--- src/rtl/ft245_bus_pkg.sv ---
// Shared types and constants for the 68000 <-> FT245 FIFO bus-cycle sequencer.
package ft245_bus_pkg;

    // Bus-cycle sequencer states.
    typedef enum logic [2:0] {
        IDLE,
        RD_WAIT,
        RD_STROBE,
        WR_WAIT,
        WR_STROBE,
        WR_HOLD,
        ACK,
        ERR
    } state_e;

    // addr[19:15] value that selects the FIFO device window 0x78000-0x7FFFF.
    localparam logic [4:0] DEV_BASE = 5'b01111;

    // Register regions selected by addr[14:13].
    localparam logic [1:0] REG_RX   = 2'b00;
    localparam logic [1:0] REG_TX   = 2'b01;
    localparam logic [1:0] REG_STAT = 2'b10;
    localparam logic [1:0] REG_LED  = 2'b11;

    // True when the upper address byte (addr[19:12]) falls in the device window.
    function automatic logic dev_hit(input logic [7:0] a);
        return a[7:3] == DEV_BASE;
    endfunction

endpackage

--- src/rtl/ft245_bus_ctrl_sync_2ff.sv ---
// Two-flop synchronizer for the asynchronous FIFO flag inputs.
module sync_2ff #(
    parameter logic RST_VAL = 1'b1
) (
    input  logic clk,
    input  logic reset,
    input  logic d_i,
    output logic q_o
);

    logic meta_q;
    logic sync_q;

    // Shift the asynchronous input through two flops; reset to the idle level.
    always_ff @(posedge clk) begin
        if (reset) begin
            meta_q <= RST_VAL;
            sync_q <= RST_VAL;
        end else begin
            meta_q <= d_i;
            sync_q <= meta_q;
        end
    end

    assign q_o = sync_q;

endmodule

--- src/rtl/ft245_bus_ctrl.sv ---
// Bus-cycle sequencer between the 68000 and an FT245-style USB FIFO.
// Decodes the device window, times the FIFO strobes, waits on the FIFO
// flags with a timeout, and generates DTACK/BERR for the CPU.
module ft245_bus_ctrl
    import ft245_bus_pkg::*;
#(
    parameter int RD_PULSE = 3,
    parameter int WR_PULSE = 3,
    parameter int TIMEOUT  = 1023,
    parameter int CNT_W    = 10
) (
    input  logic       clk,
    input  logic       reset,
    input  logic       _as,
    input  logic       _ds,
    input  logic       rw,
    input  logic       fc0,
    input  logic       fc1,
    input  logic [7:0] addr,
    input  logic [7:0] cpu_din,
    output logic [7:0] cpu_dout,
    output logic       cpu_doe,
    output logic       _dtack,
    output logic       _berr,
    input  logic       _rdf,
    input  logic       _txe,
    output logic       _rd,
    output logic       wr,
    input  logic [7:0] fifo_din,
    output logic [7:0] fifo_dout,
    output logic       fifo_oe,
    output logic       status_led
);

    localparam logic [CNT_W-1:0] TMO_C   = CNT_W'(TIMEOUT);
    localparam logic [CNT_W-1:0] RD_LAST = CNT_W'(RD_PULSE - 1);
    localparam logic [CNT_W-1:0] WR_LAST = CNT_W'(WR_PULSE - 1);

    state_e           state_q;
    logic [CNT_W-1:0] cnt_q;
    logic             dtack_q;
    logic             berr_q;
    logic             rd_q;
    logic             wr_q;
    logic             fifo_oe_q;
    logic             cpu_doe_q;
    logic [7:0]       rd_data_q;
    logic [7:0]       fifo_dout_q;
    logic             led_q;

    logic             rdf_s;
    logic             txe_s;
    logic             start;
    logic [1:0]       region;
    logic [7:0]       ack_data;

    sync_2ff #(.RST_VAL(1'b1)) u_sync_rdf (
        .clk   (clk),
        .reset (reset),
        .d_i   (_rdf),
        .q_o   (rdf_s)
    );

    sync_2ff #(.RST_VAL(1'b1)) u_sync_txe (
        .clk   (clk),
        .reset (reset),
        .d_i   (_txe),
        .q_o   (txe_s)
    );

    // Decode the CPU access; interrupt-acknowledge cycles never hit the device.
    always_comb begin
        region   = addr[2:1];
        start    = ~_as & ~_ds & dev_hit(addr) & ~(fc0 & fc1);
        ack_data = 8'h00;
        if (rw && region == REG_STAT) begin
            ack_data = {7'b0, addr[0] ? txe_s : rdf_s};
        end
    end

    // Sequencer: every output is registered alongside the state transition.
    // rd_data_q doubles as the CPU read-back register for all read cycles.
    always_ff @(posedge clk) begin
        if (reset) begin
            state_q     <= IDLE;
            cnt_q       <= '0;
            dtack_q     <= 1'b1;
            berr_q      <= 1'b1;
            rd_q        <= 1'b1;
            wr_q        <= 1'b0;
            fifo_oe_q   <= 1'b0;
            cpu_doe_q   <= 1'b0;
            rd_data_q   <= 8'h00;
            fifo_dout_q <= 8'h00;
            led_q       <= 1'b0;
        end else begin
            case (state_q)
                IDLE: begin
                    cnt_q <= '0;
                    if (start) begin
                        if (rw && region == REG_RX) begin
                            state_q <= RD_WAIT;
                        end else if (!rw && region == REG_TX) begin
                            state_q     <= WR_WAIT;
                            fifo_dout_q <= cpu_din;
                        end else begin
                            // Status read, LED write, or wrong-direction access.
                            state_q   <= ACK;
                            dtack_q   <= 1'b0;
                            cpu_doe_q <= rw;
                            rd_data_q <= ack_data;
                            if (!rw && region == REG_LED) begin
                                led_q <= cpu_din[0];
                            end
                        end
                    end
                end

                RD_WAIT: begin
                    if (!rdf_s) begin
                        state_q <= RD_STROBE;
                        rd_q    <= 1'b0;
                        cnt_q   <= '0;
                    end else if (_as) begin
                        state_q <= IDLE;
                        cnt_q   <= '0;
                    end else if (cnt_q == TMO_C) begin
                        state_q <= ERR;
                        berr_q  <= 1'b0;
                        cnt_q   <= '0;
                    end else begin
                        cnt_q <= cnt_q + 1'b1;
                    end
                end

                RD_STROBE: begin
                    // The strobe always runs full length, even if _as rises.
                    if (cnt_q == RD_LAST) begin
                        state_q   <= ACK;
                        rd_q      <= 1'b1;
                        rd_data_q <= fifo_din;
                        dtack_q   <= 1'b0;
                        cpu_doe_q <= 1'b1;
                        cnt_q     <= '0;
                    end else begin
                        cnt_q <= cnt_q + 1'b1;
                    end
                end

                WR_WAIT: begin
                    if (!txe_s) begin
                        state_q   <= WR_STROBE;
                        wr_q      <= 1'b1;
                        fifo_oe_q <= 1'b1;
                        cnt_q     <= '0;
                    end else if (_as) begin
                        state_q <= IDLE;
                        cnt_q   <= '0;
                    end else if (cnt_q == TMO_C) begin
                        state_q <= ERR;
                        berr_q  <= 1'b0;
                        cnt_q   <= '0;
                    end else begin
                        cnt_q <= cnt_q + 1'b1;
                    end
                end

                WR_STROBE: begin
                    if (cnt_q == WR_LAST) begin
                        state_q <= WR_HOLD;
                        wr_q    <= 1'b0;
                        cnt_q   <= '0;
                    end else begin
                        cnt_q <= cnt_q + 1'b1;
                    end
                end

                WR_HOLD: begin
                    // Data stays driven one cycle past the falling edge of wr.
                    state_q   <= ACK;
                    fifo_oe_q <= 1'b0;
                    dtack_q   <= 1'b0;
                    cnt_q     <= '0;
                end

                ACK: begin
                    if (_as) begin
                        state_q   <= IDLE;
                        dtack_q   <= 1'b1;
                        cpu_doe_q <= 1'b0;
                        rd_data_q <= 8'h00;
                        cnt_q     <= '0;
                    end
                end

                ERR: begin
                    if (_as) begin
                        state_q <= IDLE;
                        berr_q  <= 1'b1;
                        cnt_q   <= '0;
                    end
                end

                default: begin
                    state_q <= IDLE;
                    cnt_q   <= '0;
                end
            endcase
        end
    end

    assign _dtack     = dtack_q;
    assign _berr      = berr_q;
    assign _rd        = rd_q;
    assign wr         = wr_q;
    assign fifo_oe    = fifo_oe_q;
    assign fifo_dout  = fifo_dout_q;
    assign cpu_doe    = cpu_doe_q;
    assign cpu_dout   = rd_data_q;
    assign status_led = led_q;

endmodule

--- config.mk ---
export PLATFORM = sky130hd
export DESIGN_NAME = ft245_bus_ctrl
export DESIGN_NICKNAME = d
export VERILOG_FILES = /design/src/rtl/ft245_bus_pkg.sv /design/src/rtl/ft245_bus_ctrl_sync_2ff.sv /design/src/rtl/ft245_bus_ctrl.sv
export SDC_FILE = /design/constraint.sdc
export NUM_CORES = 1
export LEC_CHECK = 0
export ABC_CLOCK_PERIOD_IN_PS = 2610
export CAP_MARGIN = 20
export CORE_MARGIN = 10
export CORE_UTILIZATION = 48
export DETAILED_ROUTE_END_ITERATION = 6
export PLACE_DENSITY = 0.8
export SYNTH_ARGS = -nofsm -noshare
export SYNTH_HDL_FRONTEND = slang
export SYNTH_SLANG_ARGS = --single-unit
--- constraint.sdc ---
create_clock -name clk -period 2.61 [get_ports clk]
set_input_delay 0.3915 -clock clk [delete_from_list [all_inputs] [get_ports clk]]
set_output_delay 0.3915 -clock clk [all_outputs]
set_load 0.03 [all_outputs]
==> results.tsv, run 1 <==
stage	metric	value	unit
cells_and_area	stdcell_area	2746	µm²
route	wl_per_cell	14.85	µm
logic_synthesis	synth_seq_cells	40	
place	post_dp_cell_area	2639	µm²
place	port-buffer-count	55	
logic_synthesis	synth-compound-area-share	0.1686	
logic_synthesis	synth_area_leader_cell	dfxtp_1	
sta	tns	0	ns
place	place_hpwl	3978	µm
cts	cts.clk_slew.worst_paths	0.08	ns
cts	h-tree-depth	2	
worst_setup_path	crit_path_top_delay_cell	a2111o_1	
sta	rsz0062_at_grt	false	
cts	cts_tree	built	
worst_setup_path	worstPathMaxFanout	6	
global_route	overflow	0	
power	p_leak	0.9152	nW
route	drt_iter0_markers	184	
logic_synthesis	synth_top_family_by_area	simple AND/OR/NAND/NOR gates	
sta	max_clock_freq	0.4616	GHz
sta	worst_clock_skew	0.006851	ns
power	ir_worst_vdd	0.4888	mV
die	dieWidth	84.84	µm
place	place_inst	345	
die	initial_utilization	0.5009	
worst_setup_path	cp_slowest_stage_delay	0.51	ns
cells_and_area	drive_gt1_frac	0.08251	
place	place_congestion	0.8499	
logic_synthesis	synth.net_count	280	
logic_synthesis	synth-simple-area-share	0.2976	
route	viasPerCell	5.445	
die	die_h	84.84	µm
cts	cts-resized-gates	0	
logic_synthesis	netlist_top_cells_area	dfxtp_1 (40%), mux2i_1 (7.9%), nor2_1 (5.4%)	
logic_synthesis	yosys-top-cells-count	dfxtp_1 (40), nor2_1 (29), nand2_1 (26)	
status	status	completed	
sta	finalMaxSlewViolations	0	
route	drc_errors	0	
cells_and_area	fin_cells	353	
worst_setup_path	path_cells	clkdlybuf4s50_1 -> nand4bb_1 -> a2111o_1 -> o31a_1 -> or3_1 -> a21oi_1	
power	power	1.955	mW
logic_synthesis	synth.top_cell.area_share	0.3968	
logic_synthesis	ys.warnings.count	0	
logic_synthesis	yosys.cell_types.count	44	
global_route	grt_max_degree	44	
die	die_area	7198	µm²
worst_setup_path	worst-setup-path-type	input port to flip-flop	
worst_setup_path	end_kind	flip-flop	
worst_setup_path	cp.required	2.84	ns
route	drt-pass1-iter-count	4	
sta	hold_violations	0	
logic_synthesis	synth_fa_ha_area_frac	0.01240	
route	ant_nets	0	
logic_synthesis	syn_area_per_cell	8.237	µm²
logic_synthesis	synth.most_common_cell	dfxtp_1	
min_path	hold_path_class	flip-flop to flip-flop	
logic_synthesis	ys.flop_type	dfxtp_1	
logic_synthesis	synth_mux_area_frac	0.08493	
sta	finalSetupViolCount	0	
cts	tritoncts.num_buffers	5	
power	power.density	711.8	nW/µm²
logic_synthesis	netlist_area	2018	µm²
die	rows	23	
cts	cts_setup_buffers	0	
route	via_count	1922	
global_route	grt_first_pass_wirelength	8735	µm
worst_setup_path	r2r_slack	0.56	ns
die	num_io_pins	56	
logic_synthesis	synth_edf_count	0	
cells_and_area	diodes	0	
global_route	grt_pass1_vias	1858	
cts	clockBufferDepth	2	
cells_and_area	area.growth.synth_to_final	36.08	%
logic_synthesis	ys_seq_area_frac	0.3968	
logic_synthesis	synth_xor_area_frac	0.004340	
cts	cts.sinks	40	
die	core_area	4029	µm²
worst_setup_path	startpoint_type	input port	
sta	slew_headroom	0.6132	
sta	fin_crit_sh	0.8300	
worst_setup_path	cp.arrival	2.39	ns
sta	min_period	2.166	ns
route	routed_wl	5242	µm
cts	cts-root-buf	clkbuf_8	
cts	ctsHoldBuffers	0	
sta	max_slew.worst_pin.slew	0.5758	ns
logic_synthesis	netlist_instances	245	
global_route	antenna_found_initial	0	
logic_synthesis	synthArstFlopShare	0	
run	maxCapViolCount	0	
global_route	grt_use_total	0.1434	
cts	clock_latency	0.29	ns
cells_and_area	final_nets	337	
==> per-stage QoR <==
stage / util / hold WS (ns) / setup WS, ns
final: 0.6817 / 0.4197 / 0.4436
after global routing: 0.6817 / 0.4366 / 0.3075
after CTS: 0.6817 / 0.4258 / 0.4447
after detailed placement: 0.6550 / 0.4023 / 0.1450
after global placement: 0.6550 / 0.3921 / 0.1809
after floorplan: - / 0.3895 / 0.6195
==> area by class of cell <==
type / count / area [µm²]
clock inverters: 2 / 35.03
fillers: 340 / 1282
repair buffers: 62 / 603.1
inverters: 7 / 26.28
flip-flops and latches: 40 / 800.8
well taps: 50 / 62.56
clock buffers: 6 / 72.57
multi-input cells: 186 / 1146
==> worst max-delay path, delay by kind of cell <==
kind | cells | cell delay (ns)
buffers and inverters | 1 | 0.43
AOI/OAI and AO/OA | 3 | 1.01
and+or+nand+nor | 2 | 0.56
==> registers in the layout, indices dropped and copies added, names as in the netlist, 3 cells and up <==
signal and cells:
cnt_q 10, cpu_dout 8, fifo_dout 8, state_q 3
==> path summary, 6_finish.rpt <==
kind,from,endpoint,cells after the start
worst max-delay path,_as,cpu_doe,6
worst min-delay path,u_sync_rdf.meta_q,u_sync_rdf.q_o,1
worst max register to register,cnt_q[0],cnt_q[3],6
worst min register to register,u_sync_rdf.meta_q,u_sync_rdf.q_o,1
==> per-layer routing <==
metal,global-route usage,wire (µm),vias to the layer above
met1,0.1730,2242,868
met3,0.04780,377,7
met4,0.05389,82,0
met2,0.2306,2539,54
li1,-,-,993
met5,0,0,-
==> cells by family after synthesis <==
family,Yosys count
fa+ha+maj,2
xor+xnor,1
flops,40
mux,17
simple gates,118
buf+inv,19
compound gates,48
==> cell usage in the layout, fill, tap and decap left out, types with 3 or more instances in the layout <==
cell and count:
clkdlybuf4s50_1 55, dfxtp_1 40, nor2_1 29, nand2_1 26, mux2i_1 16, nand2b_1 13
nor3_1 12, nand3_1 10, a31oi_1 8, inv_1 7, or2_2 7, a21oi_1 7
or3_1 7, buf_4 7, o21ai_0 6, a211o_1 5, clkbuf_8 5, a211oi_1 3
==> report_power, final <==
| group | switching [mW] | internal (mW) |
|---|---|---|
| Sequential | 0.0961 | 0.651 |
| Clock | 0.209 | 0.284 |
| Combinational | 0.391 | 0.324 |
| Total | 0.696 | 1.26 |
Note: power is estimated with default switching activity, not from simulation.
==> inputs of run 2 (changes only) <==
--- a/config.mk
+++ b/config.mk
@@ -5,12 +5,12 @@
 export SDC_FILE = /design/constraint.sdc
 export NUM_CORES = 1
 export LEC_CHECK = 0
-export ABC_CLOCK_PERIOD_IN_PS = 2610
+export ABC_CLOCK_PERIOD_IN_PS = 1800
 export CAP_MARGIN = 20
 export CORE_MARGIN = 10
-export CORE_UTILIZATION = 48
+export CORE_UTILIZATION = 43
 export DETAILED_ROUTE_END_ITERATION = 6
-export PLACE_DENSITY = 0.8
+export PLACE_DENSITY = 0.76
 export SYNTH_ARGS = -nofsm -noshare
 export SYNTH_HDL_FRONTEND = slang
 export SYNTH_SLANG_ARGS = --single-unit
==> constraint.sdc (replaced) <==
create_clock -name clk -period 1.8 [get_ports clk]
set_input_delay 0.27 -clock clk [delete_from_list [all_inputs] [get_ports clk]]
set_output_delay 0.27 -clock clk [all_outputs]
set_load 0.03 [all_outputs]
==> run 2 against run 1 <==
Against the previous run:
- combinational power grew 140%
- total power grew 71%
- global-route usage increased by 2.2 points
- first-iteration DRC count grew 16%
- clock skew shrank 0.0012 ns
- core utilization grew 3.9 points
- sequential power increased by 35%
- flip-flop and latch count unchanged
- clock power increased by 29%
- the run now ends with negative setup slack left
- critical endpoint unchanged
- largest cell class unchanged
- highest routed layer unchanged
- cell count grew 13%
- final area increased by 17%
- worst hold slack barely moved
==> results.tsv, run 2 (synthesized netlist as in run 1, its figures left out) <==
stage	metric	value	unit	change
die	rows	24		was 23
worst_setup_path	cp.required	2.04	ns	was 2.84 ns
cts	cts-root-buf	clkbuf_8		unchanged
sta	max_clock_freq	0.5349	GHz	
cts	ctsHoldBuffers	0		unchanged
route	via_count	2207		was 1922
die	core_area	4444	µm²	was 4029 µm²
cells_and_area	layout_commonest_cell	clkdlybuf4s50_1		unchanged
global_route	antenna_found_initial	0		unchanged
sta	holdWs	0.4193	ns	was 0.4197 ns
route	ant_nets	0		unchanged
place	place_congestion	0.8551		was 0.8499
cells_and_area	area.growth.synth_to_final	58.71	%	was 36.08%
min_path	hold_path_class	flip-flop to flip-flop		unchanged
power	ir_worst_vdd	0.6798	mV	was 0.4888 mV
worst_setup_path	timing.critical_path.from	cnt_q[6]		was _as
cts	clockBufferDepth	2		unchanged
power	cellInternalPower	2.065	mW	was 1.258 mW
sta	finalSetupViolCount	9		was 0
die	dieWidth	88.51	µm	was 84.84 µm
global_route	overflow	0		unchanged
min_path	holdCritStartpoint	u_sync_txe.meta_q		was u_sync_rdf.meta_q
power	p_leak	1.201	nW	was 0.9152 nW
worst_setup_path	cp_slowest_stage_delay	0.43	ns	was 0.51 ns
power	p_clk_frac	0.190		was 0.252
worst_setup_path	path_cells	nor4_4 -> nand4b_1 -> a211o_1 -> or3_4 -> a21oi_2		was clkdlybuf4s50_1 -> nand4bb_1 -> a2111o_1 -> o31a_1 -> or3_1 -> a21oi_1
place	place_ws	-0.4717	ns	was 0.1450 ns
power	seqPwrFrac	0.302		was 0.382
cells_and_area	final_nets	380		was 337
cells_and_area	top_register	cnt_q		unchanged
power	switching_share	0.3811		was 0.3562
cts	cts.clk_slew.worst_paths	0.08	ns	about the same
place	place_hpwl	4612	µm	was 3978 µm
global_route	grt_max_degree	24		was 44
place	port-buffer-count	55		unchanged
cells_and_area	num-fill-cells	340		unchanged
sta	slew_headroom	0.7062		was 0.6132
cells_and_area	largest_reg_flops	10		unchanged
route	drt_iter0_markers	214		was 184
global_route	grt_use_total	0.1657		was 0.1434
cts	clock_latency	0.30	ns	was 0.29 ns
cells_and_area	stdcell_area	3203	µm²	was 2746 µm²
route	drc_errors	0		unchanged
power	power.density	1042	nW/µm²	was 711.8 nW/µm²
sta	layout_setup_ws	-0.06940	ns	was 0.4436 ns
sta	max_slew.worst_pin.slew	0.4390	ns	was 0.5758 ns
worst_setup_path	worst-setup-path-type	flip-flop to flip-flop		was input port to flip-flop
power	combPwrFrac	0.507		was 0.366
die	initial_utilization	0.4541		was 0.5009
cells_and_area	fin_util	0.7207		was 0.6817
worst_setup_path	worstPathMaxFanout	4		was 6
worst_setup_path	startpoint_type	flip-flop		was input port
die	die_area	7834	µm²	was 7198 µm²
sta	fin_crit_sh	1.039		
worst_setup_path	crit_path_top_delay_cell	a211o_1		was a2111o_1
sta	finalMaxSlewViolations	0		unchanged
route	drt-pass1-iter-count	4		unchanged
cts	h-tree-depth	2		unchanged
die	die_h	88.51	µm	was 84.84 µm
cells_and_area	fin_cells	398		was 353
place	place_inst	382		was 345
route	wl_per_cell	16.95	µm	was 14.85 µm
cells_and_area	mostFrequentLayoutCells	clkdlybuf4s50_1 (46), buf_4 (45), dfxtp_1 (37)		was clkdlybuf4s50_1 (55), dfxtp_1 (40), nor2_1 (29)
sta	rsz0062_at_grt	true		was false
cells_and_area	drive_gt1_frac	0.2514		was 0.08251
worst_setup_path	r2r-start	cnt_q[6]		was cnt_q[0]
cts	tritoncts.num_buffers	5		unchanged
global_route	grt_first_pass_wirelength	10370	µm	was 8735 µm
status	status	finished, violations left		was completed
global_route	grt_pass1_vias	2108		was 1858
place	post_dp_cell_area	2922	µm²	was 2639 µm²
run	maxCapViolCount	0		unchanged
route	viasPerCell	5.545		was 5.445
route	routed_wl	6747	µm	was 5242 µm
worst_setup_path	end_kind	flip-flop		unchanged
cts	cts.sinks	40		unchanged
sta	hold_violations	0		unchanged
sta	worst_clock_skew	0.005618	ns	was 0.006851 ns
die	num_io_pins	56		unchanged
sta	min_period	1.869	ns	
worst_setup_path	cp.arrival	2.11	ns	was 2.39 ns
status	violations	negative setup slack		
power	power.net_switching	1.271	mW	was 0.6963 mW
cells_and_area	diodes	0		unchanged
cts	cts_tree	built		unchanged
## run 2: changes by cell type in the layout (fill, tap and decap cells not counted), moves of 3 or more
cell / previous run / this run
buf_6: 0 / 3
buf_4: 7 / 45
dfxtp_1: 40 / 37
clkdlybuf4s50_1: 55 / 46
dlymetal6s2s_1: 0 / 5
dfxtp_2: 0 / 3
nor3_1: 12 / 9
## run 2: routing by layer
metal,wire [µm],vias to the layer above,track usage
met5,0,-,0
met4,124,0,0.07342
met3,425,11,0.03952
met2,3518,77,0.2860
met1,2678,1043,0.1904
li1,-,1076,-
## run 2: repair_timing
action                                 in CTS  in global routing
pin swaps                                   9                 20
resized for setup                          12                 28
endpoints found under the hold margin       0                  0
buffers inserted                            6                  4
setup endpoints to repair                  23                 31
## run 2: layout make-up
class	instances	area (µm²)	area share
Sequential cell	40	804.5	0.2512
Clock buffer	8	90.09	0.02813
Inverter	7	26.28	0.008203
Multi-Input combinational cell	186	1255	0.3918
Timing Repair Buffer	105	962.2	0.3004
Tap cell	52	65.06	0.02031
## run 2: final timing paths
| path | end | slack [ns] | depth (start not counted) |
|---|---|---|---|
| max | cpu_doe | -0.07 | 5 |
| min | u_sync_txe.q_o | 0.42 | 1 |
| max reg2reg | cpu_doe | -0.07 | 5 |
| min reg2reg | u_sync_txe.q_o | 0.42 | 1 |
## run 2: critical path, delay by kind of cell, from the launching register on
kind / cells / cell delay [ns]
AO/OA/AOI/OAI: 2 / 0.54
AND/OR/NAND/NOR: 3 / 0.92
flip-flops: 1 / 0.34
## run 2: power by group through the flow
stage | logic [mW] | clock network (mW) | registers [mW]
floorplan | 0.843 | 0 | 1.04
global placement | 1.36 | 0 | 1.01
detailed placement | 1.39 | 0 | 1.02
CTS | 1.45 | 0.643 | 0.995
global route | 1.82 | 0.676 | 1.01
finish | 1.69 | 0.635 | 1.01
## run 2: stage by stage
| step | total power, mW | TNS (ns) |
|---|---|---|
| after floorplan | 1.880 | -0.7019 |
| after global placement | 2.369 | -7.734 |
| after detailed placement | 2.408 | -9.569 |
| after CTS | 3.089 | -0.03885 |
| after global routing | 3.507 | -1.219 |
| final | 3.337 | -0.3248 |
==> inputs of run 3 (changes only) <==
--- a/config.mk
+++ b/config.mk
@@ -7,7 +7,7 @@
 export LEC_CHECK = 0
 export ABC_CLOCK_PERIOD_IN_PS = 1800
 export CAP_MARGIN = 20
-export CORE_MARGIN = 10
+export CORE_MARGIN = 2
 export CORE_UTILIZATION = 43
 export DETAILED_ROUTE_END_ITERATION = 6
 export PLACE_DENSITY = 0.76
==> run 3 against run 2 <==
Against the previous run:
- the run now ends clean
- clock power is 2% lower
- clock skew shrank 0.0037 ns
- maximum frequency rose by 4.5%
- combinational power fell by 18%
- wire length shrank 19%
- first-iteration DRC count decreased by 50%
- final area decreased by 3.2%
- flip-flop and latch count is the same
- critical path type unchanged
- critical endpoint is now cnt_q[1]
- largest cell class unchanged
- highest routed layer unchanged
==> results.tsv, run 3 (synthesized netlist as in run 1, its figures left out) <==
stage	metric	value	unit	change
die	initial_utilization	0.4541		unchanged
route	routed_wl	5460	µm	was 6747 µm
die	rows	24		unchanged
cts	cts-root-buf	clkbuf_8		unchanged
route	wl_per_cell	13.86	µm	was 16.95 µm
sta	finalSetupViolCount	0		was 9
cts	tritoncts.num_buffers	5		unchanged
global_route	overflow	0		unchanged
power	ir_worst_vdd	0.6307	mV	was 0.6798 mV
die	die_h	72.51	µm	was 88.51 µm
sta	rsz0062_at_grt	true		unchanged
route	drt_iter0_markers	108		was 214
cells_and_area	diodes	0		unchanged
cells_and_area	drive_gt1_frac	0.2251		was 0.2514
place	port-buffer-count	55		unchanged
worst_setup_path	cp.required	1.99	ns	was 2.04 ns
power	p_leak	1.163	nW	was 1.201 nW
power	power	3.030	mW	was 3.337 mW
sta	hold_violations	0		unchanged
sta	finalMaxSlewViolations	0		unchanged
cells_and_area	layout_commonest_cell	clkdlybuf4s50_1		unchanged
global_route	grt_use_total	0.2139		was 0.1657
cells_and_area	regArea	805.8	µm²	was 804.5 µm²
cells_and_area	mostFrequentLayoutCells	clkdlybuf4s50_1 (46), buf_4 (44), dfxtp_1 (36)		was clkdlybuf4s50_1 (46), buf_4 (45), dfxtp_1 (37)
die	die_area	5258	µm²	was 7834 µm²
cts	h-tree-depth	2		unchanged
cells_and_area	top_register	cnt_q		unchanged
cts	cts.sinks	40		unchanged
cells_and_area	final_nets	376		was 380
sta	min_period	1.789	ns	was 1.869 ns
sta	slew_headroom	0.7293		was 0.7062
route	viasPerCell	5.365		was 5.545
place	place_hpwl	4065	µm	was 4612 µm
worst_setup_path	cp.arrival	1.98	ns	was 2.11 ns
global_route	antenna_found_initial	0		unchanged
cells_and_area	largest_reg_flops	10		unchanged
sta	fin_crit_sh	0.9941		was 1.039
cts	cts.clk_slew.worst_paths	0.07	ns	was 0.08 ns
route	via_count	2114		was 2207
die	num_io_pins	56		unchanged
cts	clockBufferDepth	2		unchanged
min_path	hold_path_class	flip-flop to flip-flop		unchanged
worst_setup_path	end_kind	flip-flop		unchanged
die	core_area	4444	µm²	unchanged
die	dieWidth	72.51	µm	was 88.51 µm
run	maxCapViolCount	0		unchanged
worst_setup_path	startpoint_type	flip-flop		unchanged
cells_and_area	num-fill-cells	361		was 340
route	drc_errors	0		unchanged
global_route	grt_first_pass_wirelength	8776	µm	was 10370 µm
sta	tns	0	ns	was -0.3248 ns
cells_and_area	area.growth.synth_to_final	53.56	%	was 58.71%
worst_setup_path	worst-setup-path-type	flip-flop to flip-flop		unchanged
cells_and_area	fin_util	0.6974		was 0.7207
sta	worst_clock_skew	0.001884	ns	was 0.005618 ns
route	drt-pass1-iter-count	4		unchanged
cells_and_area	multiInputGateArea	1195	µm²	was 1255 µm²
sta	max_slew.worst_pin.slew	0.4023	ns	was 0.4390 ns
route	ant_nets	0		unchanged
power	power.density	977.7	nW/µm²	was 1042 nW/µm²
cts	cts_tree	built		unchanged
worst_setup_path	worstPathMaxFanout	5		was 4
status	status	completed		was finished, violations left
cts	clock_latency	0.29	ns	was 0.30 ns
global_route	grt_pass1_vias	1936		was 2108
cts	ctsHoldBuffers	0		unchanged
global_route	grt_max_degree	17		was 24
place	place_congestion	0.8494		was 0.8551
sta	max_clock_freq	0.5589	GHz	was 0.5349 GHz
-- run 3: cell count changes in the layout (fill, tap and decap cells not counted), sizes merged --
cell / delta
buf: -4
clkbuf: -1
clkdlybuf4s15: +1
-- run 3: per-stage QoR --
stage | std cells | hold WS, ns | instance area, µm² | setup slack, ns
6_report | 394 | 0.4125 | 3099 | 0.01066
5_1_grt | 394 | 0.4225 | 3099 | -0.03667
4_1_cts | 392 | 0.4160 | 3038 | -0.07274
3_5_place_dp | 383 | 0.3980 | 2929 | -0.4252
3_3_place_gp | 383 | 0.3921 | 2929 | -0.4155
2_1_floorplan | 245 | 0.3738 | 2034 | -0.08774
-- run 3: final timing paths --
kind,from,endpoint,slack [ns],cells after the start
hold / removal,u_sync_rdf.meta_q,u_sync_rdf.q_o,0.41,1
setup reg to reg,cnt_q[5],cnt_q[1],0.01,7
hold reg to reg,u_sync_rdf.meta_q,u_sync_rdf.q_o,0.41,1
setup / recovery,cnt_q[5],cnt_q[1],0.01,7
-- run 3: power by group --
group	leakage, nW	switching, mW	total (mW)	internal [mW]
combinational	0.792	0.738	1.39	0.656
sequential	0.325	0.0648	1.01	0.949
clock	0.0455	0.309	0.622	0.313
total	1.16	1.11	3.03	1.92
-- run 3: cell type report --
cell class | count | share of cell area
Tap cell | 52 | 0.02099
Timing Repair Buffer | 101 | 0.2959
Sequential cell | 40 | 0.2600
Multi-Input combinational cell | 186 | 0.3855
Clock buffer | 8 | 0.02907
Inverter | 7 | 0.008478
-- run 3: timing repair --
| item | in CTS | in global routing |
|---|---|---|
| pin swaps | 4 | 8 |
| endpoints found under the setup margin | 13 | 21 |
| buffers inserted | 1 | 2 |
| gates resized for setup | 8 | 19 |
-- run 3: metal layers --
| layer | routed length [µm] | vias to the layer above | GRT usage |
|---|---|---|---|
| met2 | 2597 | 55 | 0.3374 |
| li1 | - | 1069 | - |
| met5 | 0 | - | 0 |
| met3 | 248 | 11 | 0.05278 |
| met1 | 2491 | 979 | 0.2775 |
| met4 | 122 | 0 | 0.09465 |
-- run 3: worst max-delay path: stages, from the launching register on --
cell and delay, ns:
dfxtp_2 0.34, nor4_4 0.28, nand4b_1 0.23, buf_4 0.22, a2bb2oi_2 0.26, buf_4 0.16
a2bb2oi_1 0.15, nor2_1 0.05
